<file path="config.mk">
export PLATFORM = sky130hd
export DESIGN_NAME = xvga_timing_gen
export DESIGN_NICKNAME = d
export VERILOG_FILES = /design/src/rtl/xvga_timing_gen.sv
export SDC_FILE = /design/constraint.sdc
export NUM_CORES = 1
export LEC_CHECK = 0
export CORE_ASPECT_RATIO = 1.2
export CORE_UTILIZATION = 25
export DETAILED_ROUTE_END_ITERATION = 16
export GPL_TIMING_DRIVEN = 0
export PLACE_DENSITY = 0.55
export SLEW_MARGIN = 40
export SYNTH_ARGS = -nofsm -noshare
export SYNTH_HDL_FRONTEND = slang
export SYNTH_SLANG_ARGS = --single-unit
</file>
<file path="constraint.sdc">
create_clock -name vclock -period 3.4 [get_ports vclock]
set_input_delay 0.51 -clock vclock [delete_from_list [all_inputs] [get_ports vclock]]
set_output_delay 0.51 -clock vclock [all_outputs]
set_load 0.02 [all_outputs]
</file>
<file path="src/rtl/xvga_timing_gen.sv">
// XVGA 1024x768@60 timing generator: pixel position counters plus registered
// sync, blank and line/frame markers, all aligned to the same pixel position.
module xvga_timing_gen #(
  parameter int H_ACTIVE = 1024,
  parameter int H_FP     = 24,
  parameter int H_SYNC   = 136,
  parameter int H_BP     = 160,
  parameter int V_ACTIVE = 768,
  parameter int V_FP     = 3,
  parameter int V_SYNC   = 6,
  parameter int V_BP     = 29
) (
  input  logic        vclock,
  input  logic        reset,
  input  logic        en,
  output logic [10:0] hcount,
  output logic [9:0]  vcount,
  output logic        hsync,
  output logic        vsync,
  output logic        blank,
  output logic        line_start,
  output logic        frame_start,
  output logic [7:0]  frame_count
);

  localparam int H_TOTAL = H_ACTIVE + H_FP + H_SYNC + H_BP;
  localparam int V_TOTAL = V_ACTIVE + V_FP + V_SYNC + V_BP;

  localparam logic [10:0] H_LAST   = 11'(H_TOTAL - 1);
  localparam logic [10:0] H_BLANK  = 11'(H_ACTIVE);
  localparam logic [10:0] HS_FIRST = 11'(H_ACTIVE + H_FP);
  localparam logic [10:0] HS_LAST  = 11'(H_ACTIVE + H_FP + H_SYNC - 1);
  localparam logic [9:0]  V_LAST   = 10'(V_TOTAL - 1);
  localparam logic [9:0]  V_BLANK  = 10'(V_ACTIVE);
  localparam logic [9:0]  VS_FIRST = 10'(V_ACTIVE + V_FP);
  localparam logic [9:0]  VS_LAST  = 10'(V_ACTIVE + V_FP + V_SYNC - 1);

  logic [10:0] hcount_q, hcount_d;
  logic [9:0]  vcount_q, vcount_d;
  logic [7:0]  frame_count_q, frame_count_d;
  logic        hsync_q, hsync_d;
  logic        vsync_q, vsync_d;
  logic        blank_q, blank_d;
  logic        line_start_q, line_start_d;
  logic        frame_start_q, frame_start_d;
  logic        h_wrap, v_wrap;

  // Decodes use the next position so they land in the same register stage
  // as the counters; with en low the next position equals the current one.
  always_comb begin
    hcount_d      = hcount_q;
    vcount_d      = vcount_q;
    frame_count_d = frame_count_q;
    h_wrap        = (hcount_q == H_LAST);
    v_wrap        = (vcount_q == V_LAST);

    if (en) begin
      hcount_d = h_wrap ? 11'd0 : hcount_q + 11'd1;
      if (h_wrap) begin
        vcount_d = v_wrap ? 10'd0 : vcount_q + 10'd1;
        if (v_wrap) begin
          frame_count_d = frame_count_q + 8'd1;
        end
      end
    end

    blank_d       = (hcount_d >= H_BLANK) || (vcount_d >= V_BLANK);
    hsync_d       = !((hcount_d >= HS_FIRST) && (hcount_d <= HS_LAST));
    vsync_d       = !((vcount_d >= VS_FIRST) && (vcount_d <= VS_LAST));
    line_start_d  = (hcount_d == 11'd0);
    frame_start_d = (hcount_d == 11'd0) && (vcount_d == 10'd0);
  end

  // Reset values describe position (0, 0) so the first frame starts cleanly.
  always_ff @(posedge vclock or posedge reset) begin
    if (reset) begin
      hcount_q      <= 11'd0;
      vcount_q      <= 10'd0;
      frame_count_q <= 8'd0;
      hsync_q       <= 1'b1;
      vsync_q       <= 1'b1;
      blank_q       <= 1'b0;
      line_start_q  <= 1'b1;
      frame_start_q <= 1'b1;
    end else begin
      hcount_q      <= hcount_d;
      vcount_q      <= vcount_d;
      frame_count_q <= frame_count_d;
      hsync_q       <= hsync_d;
      vsync_q       <= vsync_d;
      blank_q       <= blank_d;
      line_start_q  <= line_start_d;
      frame_start_q <= frame_start_d;
    end
  end

  assign hcount      = hcount_q;
  assign vcount      = vcount_q;
  assign frame_count = frame_count_q;
  assign hsync       = hsync_q;
  assign vsync       = vsync_q;
  assign blank       = blank_q;
  assign line_start  = line_start_q;
  assign frame_start = frame_start_q;

endmodule

</file>
==> impl_metrics.tcl <==
set metrics [dict create \
    status "finished, violations left" \
    failed_checks "DRC" \
    drt-vias-per-instance 5.02 \
    path_max_fanout 10 \
    wl_per_cell_um 14.1 \
    synth_cell_types 54 \
    drive_gt1_frac 0.139 \
    finalNonFillerCells 344 \
    setup_violations 0 \
    hold_violations 0 \
    drv_slew 0 \
    syn_avg_cell_area_sq_um 9.76 \
    drt_wl_total_mm 4.85 \
    drc 4 \
    clock_latency_ns 0.29 \
    synth_edf_count 0 \
    fp-row-count 35 \
    crit-reg2reg-launch "vcount[0]" \
    path_cells "ha_1 > or4b_1 > nor3_2 > nand2b_1 > a21boi_0 > a2111oi_4 > and4b_1" \
    synth_nets 215 \
    cts_setup_buffers 0 \
    maxCapViolations 0 \
    hp-class "primary input to asynchronous set/reset pin" \
    cts_made_buffers 5 \
    ff2ff_path_depth 7 \
    vias 1726 \
    ant_nets 0 \
    clk_path_buf_depth 2 \
    crit_arrival_ns 2.79 \
    cts_tree "built" \
    antenna_found_initial 0 \
    post-route-period-util 0.754 \
    yosysSeqAreaShare 0.421 \
    async_flop_share 1.00 \
    clock_skew_ns 0.0128 \
    r2r_slack_ns 0.84 \
    critPathMaxStageDelay_ns 0.49 \
    grt_usage 0.120 \
    cts_resized 0 \
    drt_iter0_drc 88 \
    required_ns 3.62 \
    core-area_sq_um 7790 \
    end_kind "register" \
    cp_top_family "simple AND/OR/NAND/NOR gates" \
    dieHeight_um 101 \
    ys_ff_latch 34 \
    leakage_nw 1.08 \
    area_growth_syn_to_layout_pct 29.6 \
    synth_area_sq_um 2030 \
    clock_sinks 34 \
    ir_worst_vdd_uv 199 \
    ctsHtreeMaxLevel 2 \
    cts.root.buffer_cell "clkbuf_8" \
    clk_pin_slew_ns 0.08 \
    cp-start-kind "register" \
    worst_pin_slew_ns 0.607 \
    die-area_sq_um 8490 \
    p_per_area_nw_per_um2 496 \
    n_antenna_cell 0 \
    critPathBufInv 0 \
    slew_headroom 0.595 \
    fin_total_pwr_w 0.00131 \
    reg2reg_to "frame_start" \
    critPathSlowestCell "dfrtp_1" \
    rsz0062_at_grt "no" \
    fin_crit_ns 2.56 \
    start_util 0.261 \
    grt_pass1_wl_mm 8.09 \
    nets 258 \
    worstSetupPathType "register to register" \
    max_freq_mhz 390 \
    place_congestion 0.842 \
    numPortBuffers 35 \
    gr-total-overflow 0 \
    grt_max_degree 24 \
    synth-warning-count 0 \
    grt_pass1_vias 1608 \
    postSynthCellCount 208 \
    post-place-cells 336 \
    chipWidth_um 84.3 \
    totalNegativeSetupSlack_ns 0 \
    dp_hpwl_mm 3.47 \
    io_pins 37 \
    dr.pass1.iters 10 \
    hold_buffers 0 \
    synthFlopType "dfrtp_1" \
]
-- cell usage in the layout, fill, tap and decap left out, types with 2 or more instances in the layout --
cell / count
dfstp_2: 4
nand3_2: 2
clkbuf_8: 6
xor2_1: 4
and4_1: 3
a211o_1: 3
inv_1: 8
mux2i_1: 3
nor2_1: 16
o21ai_0: 8
nand4_1: 8
nand3_1: 6
nor4_1: 2
buf_2: 5
or4b_1: 2
nor4_4: 2
or2_1: 2
a21oi_1: 5
nand2b_1: 2
nor3_1: 2
ha_1: 4
clkbuf_1: 5
mux2_2: 2
o31ai_2: 2
or4_1: 4
and3_1: 3
nand2_1: 19
o22ai_1: 3
and2_1: 5
a21o_1: 2
or2_2: 2
or3_1: 3
a31oi_1: 2
o21ai_2: 2
dfrtp_1: 30
xnor2_1: 14
clkdlybuf4s50_1: 35
-- worst register-to-register path, delay by kind of cell, from the launching register on --
family	cells	cell delay, ns
AOI/OAI and AO/OA	2	0.55
adders and majority gates	1	0.21
DFF	1	0.49
and+or+nand+nor	4	1.26
-- power by group --
group          switching [W]  leakage (nW)  internal (W)  total (W)
registers          0.0000428         0.434      0.000449   0.000492
clock network       0.000148        0.0585      0.000239   0.000387
logic               0.000246         0.584      0.000180   0.000426
total               0.000437          1.08      0.000868    0.00131
-- state kept, by name, summed over array words and instances, names as in the netlist --
signal       cells
frame_count      8
vcount          10
hcount          11
frame_start      1
vsync            1
blank            1
line_start       1
hsync            1
-- cells in the mapped netlist, types with 3 or more instances --
cell type  instances  area (sq um)
dfrtp_1           30           751
nand2_1           19          71.3
nor2_1            16          60.1
xnor2_1           14           123
inv_1              9          33.8
nand4_1            8          50.1
o21ai_0            8          40.0
nand3_1            6          30.0
a21oi_1            5          25.0
and2_1             5          31.3
buf_2              5          25.0
clkbuf_1           4          15.0
dfstp_2            4           105
ha_1               4          50.1
or4_1              4          30.0
xor2_1             4          35.0
a211o_1            3          26.3
and3_1             3          18.8
and4_1             3          26.3
mux2i_1            3          30.0
o22ai_1            3          18.8
or3_1              3          18.8
-- stage by stage --
stage	worst slack, ns	area, sq um	utilization	hold slack, ns
floorplan	1.06	2030	-	0.582
global placement	0.824	2500	0.320	0.465
detailed placement	0.848	2520	0.323	0.465
CTS	0.834	2630	0.338	0.476
global route	0.655	2630	0.338	0.506
finish	0.835	2630	0.338	0.479
-- worst max-delay path by stage --
stage / from / to / cells after the start / slack [ns]
finish: vcount[0] / frame_start / 7 / 0.84
global route: vcount[0] / frame_start / 7 / 0.66
CTS: vcount[0] / frame_start / 7 / 0.83
detailed placement: vcount[0] / frame_start / 7 / 0.85
global placement: vcount[0] / frame_start / 7 / 0.82
floorplan: hcount[0] / frame_start / 7 / 1.06
-- layer usage --
metal,track usage,vias to the layer above,share of wire
met4,0.0279,0,0.0091
met5,0,-,0
met1,0.158,834,0.47
li1,-,839,-
met2,0.197,47,0.47
met3,0.0336,6,0.052
-- logic make-up (layout without fill, tap and decap cells) --
group	after synthesis	in the layout	share of synthesized area
simple gates	89	89	0.262
compound gates	39	39	0.149
flops	34	34	0.421
buf+inv	19	63	0.0388
xor+xnor	18	18	0.0776
mux	5	5	0.0259
fa+ha+maj	4	4	0.0246
-- layout make-up --
cell class | count | area [sq um]
buffer | 10 | 45.0
timing repair buffer | 36 | 370
fill | 805 | 5160
sequential | 34 | 856
tap | 92 | 115
clock inverter | 1 | 30.0
inverter | 9 | 33.8
multi-input combinational | 155 | 1100
clock buffer | 7 | 86.3
No activity file was read; power rests on OpenSTA's default activity.
